[config.mk]
export PLATFORM = sky130hd
export DESIGN_NAME = rob_ctrl
export DESIGN_NICKNAME = d
export VERILOG_FILES = /design/src/rtl/rob_ctrl_pkg.sv /design/src/rtl/rob_ctrl.sv
export SDC_FILE = /design/constraint.sdc
export NUM_CORES = 2
export LEC_CHECK = 0
export BUFFER_PORTS_ARGS = -buffer_cell sky130_fd_sc_hd__buf_2
export CAP_MARGIN = 0
export CORE_ASPECT_RATIO = 2
export CORE_MARGIN = 3
export CORE_UTILIZATION = 44
export CTS_CLUSTER_SIZE = 16
export DETAILED_ROUTE_END_ITERATION = 8
export GPL_TIMING_DRIVEN = 0
export PLACE_DENSITY = 0.71
export SYNTH_ARGS = -nofsm -noshare
export SYNTH_HDL_FRONTEND = slang
export SYNTH_SLANG_ARGS = --single-unit
[constraint.sdc]
create_clock -name clk -period 6.65 [get_ports clk]
set_input_delay 0.665 -clock clk [delete_from_list [all_inputs] [get_ports clk]]
set_output_delay 0.665 -clock clk [all_outputs]
set_load 0.1 [all_outputs]
[src/rtl/rob_ctrl_pkg.sv]
// Shared configuration for the reorder-buffer controller: sizes, widths and
// the encoding used to classify a committed branch as hit or mispredict.
package rob_ctrl_pkg;

    localparam int ROB_SIZE = 15;
    localparam int NICK_W   = 4;
    localparam int NAME_W   = 5;
    localparam int DATA_W   = 32;
    localparam int ADDR_W   = 32;

    typedef enum logic {
        PRED_HIT  = 1'b0,
        PRED_MISS = 1'b1
    } pred_e;

    function automatic pred_e predOutcome(input logic predTaken, input logic actualTaken);
        return (predTaken != actualTaken) ? PRED_MISS : PRED_HIT;
    endfunction

endpackage

[src/rtl/rob_ctrl.sv]
// Reorder buffer controller: allocates tags at dispatch, captures CDB results,
// answers operand-tag lookups and retires the head in order, flushing the
// whole buffer when a committed branch turns out to be mispredicted.
module rob_ctrl
    import rob_ctrl_pkg::*;
(
    input  logic              clk,
    input  logic              rst_n,
    input  logic              rdy,
    input  logic              iDP_en,
    input  logic [NAME_W-1:0] iDP_rd_regnm,
    input  logic              iDP_st,
    input  logic              iDP_br,
    input  logic              iDP_pd,
    input  logic [NICK_W-1:0] iDP_q1_nick,
    input  logic [NICK_W-1:0] iDP_q2_nick,
    output logic              oDP_full,
    output logic [NICK_W-1:0] oDP_nick,
    output logic              oDP_q1_rdy,
    output logic              oDP_q2_rdy,
    output logic [DATA_W-1:0] oDP_q1_dt,
    output logic [DATA_W-1:0] oDP_q2_dt,
    output logic              oRF_nick_en,
    output logic [NAME_W-1:0] oRF_nick_regnm,
    output logic [NICK_W-1:0] oRF_nick,
    input  logic              iCDB_en,
    input  logic [NICK_W-1:0] iCDB_nick,
    input  logic [DATA_W-1:0] iCDB_dt,
    input  logic              iCDB_jump,
    input  logic [ADDR_W-1:0] iCDB_tgt,
    output logic              oRF_en,
    output logic [NAME_W-1:0] oRF_rd_regnm,
    output logic [DATA_W-1:0] oRF_rd_dt,
    output logic [NICK_W-1:0] oRF_rd_nick,
    output logic              oLSB_commit,
    output logic [NICK_W-1:0] oLSB_nick,
    output logic              oCLR,
    output logic [ADDR_W-1:0] oIF_pc
);

    localparam int IDX_W = $clog2(ROB_SIZE);
    localparam int CNT_W = $clog2(ROB_SIZE + 1);

    logic [IDX_W-1:0]    head_q, head_d, tail_q, tail_d;
    logic [CNT_W-1:0]    count_q, count_d;

    logic [ROB_SIZE-1:0] valid_q, ready_q, st_q, br_q, pd_q, jump_q;
    logic [NAME_W-1:0]   rd_q  [ROB_SIZE];
    logic [DATA_W-1:0]   dt_q  [ROB_SIZE];
    logic [ADDR_W-1:0]   tgt_q [ROB_SIZE];

    logic                alloc, commitFire, mispredict, cdbHit;
    logic [IDX_W-1:0]    cdbIdx;
    logic [NICK_W-1:0]   headNick;
    logic [DATA_W:0]     q1Look, q2Look;

    function automatic logic [IDX_W-1:0] incIdx(input logic [IDX_W-1:0] idx);
        return (idx == IDX_W'(ROB_SIZE - 1)) ? '0 : idx + IDX_W'(1);
    endfunction

    // A CDB hit on the tag being looked up wins over stored data, so a
    // consumer dispatched in the broadcast cycle never misses the value.
    function automatic logic [DATA_W:0] lookupTag(input logic [NICK_W-1:0] tag);
        logic [IDX_W-1:0] idx;
        idx = IDX_W'(tag - NICK_W'(1));
        if (tag == '0) return '0;
        if (iCDB_en && (iCDB_nick == tag)) return {1'b1, iCDB_dt};
        if (valid_q[idx] && ready_q[idx]) return {1'b1, dt_q[idx]};
        return '0;
    endfunction

    // Dispatch, writeback and commit qualifiers plus all combinational outputs.
    always_comb begin
        oDP_full       = (count_q == CNT_W'(ROB_SIZE));
        oDP_nick       = NICK_W'(tail_q) + NICK_W'(1);
        headNick       = NICK_W'(head_q) + NICK_W'(1);
        alloc          = rdy && iDP_en && !oDP_full && !oCLR;
        oRF_nick_en    = alloc && !iDP_st && (iDP_rd_regnm != '0);
        oRF_nick       = oDP_nick;
        oRF_nick_regnm = iDP_rd_regnm;
        cdbIdx         = IDX_W'(iCDB_nick - NICK_W'(1));
        cdbHit         = iCDB_en && (iCDB_nick != '0) && valid_q[cdbIdx];
        commitFire     = rdy && valid_q[head_q] && ready_q[head_q];
        mispredict     = commitFire && br_q[head_q] &&
                         (predOutcome(pd_q[head_q], jump_q[head_q]) == PRED_MISS);
        q1Look         = lookupTag(iDP_q1_nick);
        q2Look         = lookupTag(iDP_q2_nick);
        oDP_q1_rdy     = q1Look[DATA_W];
        oDP_q1_dt      = q1Look[DATA_W-1:0];
        oDP_q2_rdy     = q2Look[DATA_W];
        oDP_q2_dt      = q2Look[DATA_W-1:0];
    end

    // Next head/tail/count; a mispredict empties the buffer outright.
    always_comb begin
        head_d  = head_q;
        tail_d  = tail_q;
        count_d = count_q;
        if (rdy) begin
            if (mispredict) begin
                head_d  = '0;
                tail_d  = '0;
                count_d = '0;
            end else begin
                if (commitFire) head_d = incIdx(head_q);
                if (alloc)      tail_d = incIdx(tail_q);
                count_d = count_q + CNT_W'(alloc) - CNT_W'(commitFire);
            end
        end
    end

    // Pointer registers.
    always_ff @(posedge clk or negedge rst_n) begin
        if (!rst_n) begin
            head_q  <= '0;
            tail_q  <= '0;
            count_q <= '0;
        end else begin
            head_q  <= head_d;
            tail_q  <= tail_d;
            count_q <= count_d;
        end
    end

    // Entry storage: writeback, allocation and retirement of the head entry.
    always_ff @(posedge clk or negedge rst_n) begin
        if (!rst_n) begin
            valid_q <= '0;
            ready_q <= '0;
            st_q    <= '0;
            br_q    <= '0;
            pd_q    <= '0;
            jump_q  <= '0;
            for (int i = 0; i < ROB_SIZE; i++) begin
                rd_q[i]  <= '0;
                dt_q[i]  <= '0;
                tgt_q[i] <= '0;
            end
        end else if (rdy) begin
            if (mispredict) begin
                valid_q <= '0;
                ready_q <= '0;
            end else begin
                if (cdbHit) begin
                    ready_q[cdbIdx] <= 1'b1;
                    dt_q[cdbIdx]    <= iCDB_dt;
                    jump_q[cdbIdx]  <= iCDB_jump;
                    tgt_q[cdbIdx]   <= iCDB_tgt;
                end
                if (commitFire) valid_q[head_q] <= 1'b0;
                if (alloc) begin
                    valid_q[tail_q] <= 1'b1;
                    ready_q[tail_q] <= 1'b0;
                    rd_q[tail_q]    <= iDP_rd_regnm;
                    st_q[tail_q]    <= iDP_st;
                    br_q[tail_q]    <= iDP_br;
                    pd_q[tail_q]    <= iDP_pd;
                end
            end
        end
    end

    // Registered commit outputs; pulses drop whenever no commit happens.
    always_ff @(posedge clk or negedge rst_n) begin
        if (!rst_n) begin
            oRF_en       <= 1'b0;
            oRF_rd_regnm <= '0;
            oRF_rd_dt    <= '0;
            oRF_rd_nick  <= '0;
            oLSB_commit  <= 1'b0;
            oLSB_nick    <= '0;
            oCLR         <= 1'b0;
            oIF_pc       <= '0;
        end else if (!rdy) begin
            oRF_en      <= 1'b0;
            oLSB_commit <= 1'b0;
            oCLR        <= 1'b0;
        end else begin
            oRF_en      <= commitFire && !st_q[head_q] && !br_q[head_q] && (rd_q[head_q] != '0);
            oLSB_commit <= commitFire && st_q[head_q];
            oCLR        <= mispredict;
            if (commitFire) begin
                oRF_rd_regnm <= rd_q[head_q];
                oRF_rd_dt    <= dt_q[head_q];
                oRF_rd_nick  <= headNick;
                oLSB_nick    <= headNick;
            end
            if (mispredict) oIF_pc <= tgt_q[head_q];
        end
    end

endmodule

==> Word level (Yosys, flattened, before mapping) <==
Cells that the tools add are included.
{ "word_totals": {"out_inout_bits": 161, "wordCells": 242, "input_bits": 90, "regBits": 1213} }
{ "classes": {"n_bitwise": 12, "reduce_logical": 42, "eq_ne": 6, "muxes": 99, "n_addsub": 7, "order_cmp": 15} }
{ "ops": {"columns": ["cell", "n"], "rows": [
  ["480-bit bitwise mux", 2],
  ["32-bit binary-select mux with 4-bit select", 4],
  ["33-bit two-way mux", 12],
  ["32-bit two-way mux", 9],
  ["15-bit two-way mux", 10],
  ["32-bit demux with 4-bit select", 1],
  ["75-bit bitwise mux", 1],
  ["15-bit bitwise mux", 4],
  ["1-bit binary-select mux with 4-bit select", 11],
  ["15-bit bitwise AND", 2],
  ["1-bit two-way mux", 30],
  ["15-bit inverter", 2],
  ["15-bit bitwise OR", 2],
  ["4-bit two-way mux", 7],
  ["5-bit >= comparator, second input constant", 5],
  ["4-bit by 5-bit < comparator with 1-bit output, second input constant", 5],
  ["4-bit inverter with 5-bit output", 5],
  ["1-bit logical AND", 24],
  ["5-bit binary-select mux with 4-bit select", 1],
  ["5-bit demux with 4-bit select", 1],
  ["5-bit two-way mux", 3],
  ["1-bit demux with 4-bit select", 3],
  ["4-bit == test, second input constant", 3],
  ["4-bit by 1-bit >= comparator with 1-bit output, second input constant", 3],
  ["other kinds (15)", 31]
]} }

==> Logic depth before layout (Yosys ltp) <==
{ "depth": {"ltp_word": 12, "ltp_mapped": 17, "depth_no_buf": 13} }

==> Worst setup path before layout <==
No wires, ideal clock.
{ "synth_path": {"kind": "input -> output", "start": "in iDP_q1_nick[0]", "end": "out oDP_q1_dt[22]", "path_stages": 13, "arrival_ps": 5544, "n_path_buf": 6, "slack_ps": 441, "required_time_ps": 5985, "path_cell_list": "clkbuf_1 -> inv_1 -> clkbuf_1 -> clkbuf_1 -> ha_1 -> clkbuf_1 -> buf_1 -> buf_1 -> mux4_2 -> nor2_1 -> a21oi_1 -> o21ai_0 -> a211oi_1"} }
{ "synth_between": {"elab_chain_cells": 10, "word_cells_on_any_way": 24, "cone_classes": "add/sub: 1; eq/ne: 1; mux: 18; bitwise: 1; reduce/logical: 3"} }
{ "synth_rtl": {"columns": ["item", "line", "text"], "rows": [
  ["start, declared", "rob_ctrl.sv:15", "input logic [NICK_W-1:0] iDP_q1_nick,"],
  ["4-bit by 1-bit subtractor with 4-bit output", "rob_ctrl.sv:65", "idx = IDX_W'(tag - NICK_W'(1));"],
  ["1-bit binary-select mux with 4-bit select", "rob_ctrl.sv:68", "if (valid_q[idx] && ready_q[idx]) return {1'b1, dt_q[idx]};"],
  ["1-bit two-way mux (implied by the code)", "rob_ctrl.sv:68", null],
  ["1-bit logical AND", "rob_ctrl.sv:68", null],
  ["1-bit two-way mux (2 in a row)", "rob_ctrl.sv:68", null],
  ["1-bit two-way mux", "rob_ctrl.sv:67", "if (iCDB_en && (iCDB_nick == tag)) return {1'b1, iCDB_dt};"],
  ["33-bit two-way mux", "rob_ctrl.sv:69", "return '0;"],
  ["33-bit two-way mux", "rob_ctrl.sv:68", null],
  ["33-bit two-way mux *", "rob_ctrl.sv:67", null],
  ["end, declared", "rob_ctrl.sv:21", "output logic [DATA_W-1:0] oDP_q1_dt,"]
]} }
Mark *: on every way between the ends. The rest lies on a longest branch, timed or not. The select of a mux whose other input is x is not followed.

==> Final worst setup path <==
{ "layout_path": {"start": "in iDP_q2_nick[0]", "end": "out oDP_q2_dt[5]"} }
{ "layout_between": {"elab_chain_cells": 10, "word_cells_on_any_way": 24, "cone_classes": "add/sub: 1; eq/ne: 1; mux: 18; bitwise: 1; reduce/logical: 3"} }
{ "layout_rtl": {"columns": ["item", "line", "text"], "rows": [
  ["start, declared", "rob_ctrl.sv:16", "input logic [NICK_W-1:0] iDP_q2_nick,"],
  ["4-bit by 1-bit subtractor with 4-bit output", "rob_ctrl.sv:65", null],
  ["1-bit binary-select mux with 4-bit select", "rob_ctrl.sv:68", null],
  ["1-bit two-way mux (implied by the code)", "rob_ctrl.sv:68", null],
  ["1-bit logical AND", "rob_ctrl.sv:68", null],
  ["1-bit two-way mux (2 in a row)", "rob_ctrl.sv:68", null],
  ["1-bit two-way mux", "rob_ctrl.sv:67", null],
  ["33-bit two-way mux", "rob_ctrl.sv:69", null],
  ["33-bit two-way mux", "rob_ctrl.sv:68", null],
  ["33-bit two-way mux *", "rob_ctrl.sv:67", null],
  ["end, declared", "rob_ctrl.sv:22", "output logic [DATA_W-1:0] oDP_q2_dt,"]
]} }
Marked as above.

==> impl_metrics.toml <==
[outcome]
status = "finished with violations"
failed_checks = "capacitance limit, slew limit"

[worst_setup_path]
start_kind = "input port"
crit_end = "oDP_q2_dt[5]"
worstReg2RegEnd = "oIF_pc[27]"
worstSetupPathType = "input port to primary output"
startpoint = "iDP_q2_nick[0]"
crit_fanout = 10
reg2reg_from = "head_q[0]"
r2r_cells = 9
ff2ff_setup_slack_ns = 1.71
slowest_stage = "a211oi_2"
cp.arrival_ns = 5.96
cp_cell_sequence = "buf_2, clkbuf_2, inv_1, clkbuf_1, ha_1, clkbuf_1, mux4_2, nand2_1, o21ai_0, a211oi_2, clkbuf_1, a22oi_1, nor2_1, buf_2"
endpoint_kind = "primary output"
worstPathRequired_ns = 5.98
crit_top_cell = "clkbuf_1"
crit_path_max_incr_delay_ns = 0.73

[synthesis]
syn-num-nets = 4594
synth_enable_flop_cells = 0
ys_async_sr_fraction = 1.00
ys_warn_count = 0
syn_area_um2 = 64300
yosysTopAreaCell = "dfrtp_1"
synth_top_area_share = 0.472
synth-main-ff-cell = "dfrtp_1"
synth_area_per_cell_um2 = 14.3
synth.area.top_cells = "dfrtp_1, mux2_2, mux4_2"
synth_cell_types = 66
ys_seq_elements = 1213
synthCells = 4484
yosysSeqAreaShare = 0.472

[grt]
grtUsageTotal = 0.290
grt_max_degree = 181
antenna_found_initial = 24
grt_pass1_vias = 47028
grt_overflow = 0
grt_pass1_wl_mm = 321

[power]
cellLeakagePower_nw = 33.4
power_density_nw_per_um2 = 360
ir_worst_vdd_uv = 289

[placement]
globalplace.congestion = 0.960
dpl.hpwl_mm = 158
io_buffers = 249
placedCellCount = 6632

[final_layout]
utilization = 0.498
drive_above_1_share = 0.464
nets = 4963
multi_input_area_um2 = 31800
finalNonFillerCells = 6841
seqCellArea_um2 = 30400
fill_cells = 12414
syn_to_final_growth_pct = 11.9

[clock_tree]
cts-root-buf = "clkbuf_16"
cts_tree = "yes"
path_clk_slew_ns = 0.07
cts.htree.levels = 3
cts_setup_buffers = 0
numCtsBuffers = 107
cts_buffer_depth = 3
cts_sinks = 1213
clk_latency_ns = 0.74

[timing]
tightest_slew_ns = 1.52
fin_skew_ns = 0.0292
max_freq_mhz = 151
slew_headroom = -0.0146
hold_viol = 0
rsz0062_at_grt = "false"
finalCriticalPeriod_ns = 6.63
setup_viol = 0
fin_hold_ws_ns = 0.226
drv_slew = 11
tns_ns = 0
min_period_over_period = 0.997

[die]
die_w_um = 276
die_height_um = 546
coreArea_um2 = 144000
initial_core_util = 0.445
die_area_um2 = 151000
num_rows = 197
pin_count = 251

[min_path]
hold_depth = 2
worstHoldPathType = "input port to flop"

[route]
drtPass1Iterations = 6
drc = 0
ant_nets = 0
vias_per_cell = 6.44
drtIter0Drc = 4229
avgRoutedWirePerCell_um = 32.3
vias = 44053
routed_wl_mm = 221

[flow_run]
cap_violations = 1
cells by family (layout without fill, tap and decap cells):
group / after synthesis / after routing / synth area share
buffers and inverters: 462 / 919 / 0.0333
DFF: 1213 / 1213 / 0.472
muxes: 1831 / 1831 / 0.414
AOI/OAI and AO/OA: 382 / 382 / 0.0370
and+or+nand+nor: 557 / 557 / 0.0367
other: 0 / 10 / 0
xor gates and xnor gates: 19 / 19 / 0.00259
adders and majority gates: 20 / 20 / 0.00401
worst max-delay path, delay by kind of cell:
family	cells	cell delay, ns
AND/OR/NAND/NOR	2	0.23
AO/OA/AOI/OAI	3	1.18
buffers and inverters	7	3.07
multiplexers	1	0.37
adder cells (fa/ha/maj)	1	0.43
sequential cells by signal, indices dropped and copies added, names as in the netlist:
| signal | cells |
|---|---|
| dt_q | 480 |
| br_q | 15 |
| oRF_rd_dt | 32 |
| jump_q | 15 |
| oCLR | 1 |
| count_q | 4 |
| oIF_pc | 32 |
| oRF_rd_regnm | 5 |
| rd_q | 75 |
| ready_q | 15 |
| tgt_q | 480 |
| oRF_en | 1 |
| pd_q | 15 |
| oLSB_commit | 1 |
| valid_q | 15 |
| st_q | 15 |
| head_q | 4 |
| tail_q | 4 |
| oLSB_nick | 4 |
power by group:
part,internal [mW],leakage (nW),switching (mW)
sequential,8.65,16.4,0.963
combinational,3.61,15.2,6.00
clock,3.68,1.80,2.97
total,15.9,33.4,9.94
through the flow:
stage	power (mW)	setup slack (ns)	area (um^2)
2_1_floorplan	16.1	0.441	64300
3_3_place_gp	19.0	-21.63	67900
3_5_place_dp	19.3	-0.979	68100
4_1_cts	25.9	0.133	71800
5_1_grt	26.7	0.0193	71900
6_report	25.9	0.0225	71900
metal layers:
layer / vias to the layer above / routed length, um / global-route usage / share of wire
met5: - / 79 / 0.000962 / 0.00036
met4: 10 / 20400 / 0.226 / 0.092
met3: 940 / 15900 / 0.0611 / 0.072
met2: 2357 / 110000 / 0.495 / 0.50
met1: 23100 / 74300 / 0.312 / 0.34
li1: 17646 / - / - / -
cells in the mapped netlist (9+ instances only):
cell,count
mux2_2,1037
mux2i_1,175
dfrtp_1,1213
nor3_1,30
mux2_4,100
xnor2_1,9
a21oi_1,60
a31oi_1,47
xor2_1,10
buf_2,71
nand2_1,274
clkbuf_1,228
ha_1,19
buf_6,17
nor2_1,157
nor2b_1,9
a22oi_1,34
nand3_1,28
o22a_1,14
nor2_2,15
a211oi_1,34
inv_1,30
buf_4,51
o21ai_0,149
mux4_2,518
buf_1,63
and2_1,11
layout make-up:
| type | count | share of cell area |
|---|---|---|
| multi-input cells | 2809 | 0.442 |
| clock inverters | 41 | 0.00715 |
| plain buffers | 429 | 0.0291 |
| inverters | 32 | 0.00167 |
| clock buffers | 156 | 0.0437 |
| flip-flops and latches | 1213 | 0.422 |
| repair buffers | 261 | 0.0211 |
| well taps | 1890 | 0.0329 |
| diodes | 10 | 0.000348 |
what timing repair did:
item,CTS,global route
hold buffers,1,0
gates resized for setup,32,10
endpoints found under the hold margin,75,0
setup endpoints to repair,65,10
gates cloned,0,0
cells in the final DEF, fill, tap and decap left out, drive strengths merged, types with 47 or more instances in the layout:
cell    synthesis  layout
clkbuf        228     387
a21oi          61      61
nand2         274     274
mux4          518     518
nor2          172     172
dfrtp        1213    1213
o21ai         150     150
mux2i         175     175
a31oi          47      47
buf           202     453
mux2         1138    1138
worst min path at each step:
stage | start | endpoint | slack, ns
after CTS | iCDB_tgt[13] | tgt_q[109] | 0.19
after global routing | iCDB_tgt[31] | tgt_q[63] | 0.22
final | iCDB_tgt[13] | tgt_q[109] | 0.23
after floorplan | rst_n | br_q[0] | 0.37
after detailed placement | oIF_pc[12] | oIF_pc[12] | 0.46
after global placement | oIF_pc[7] | oIF_pc[7] | 0.46
Power figures use the tool's default switching activity.
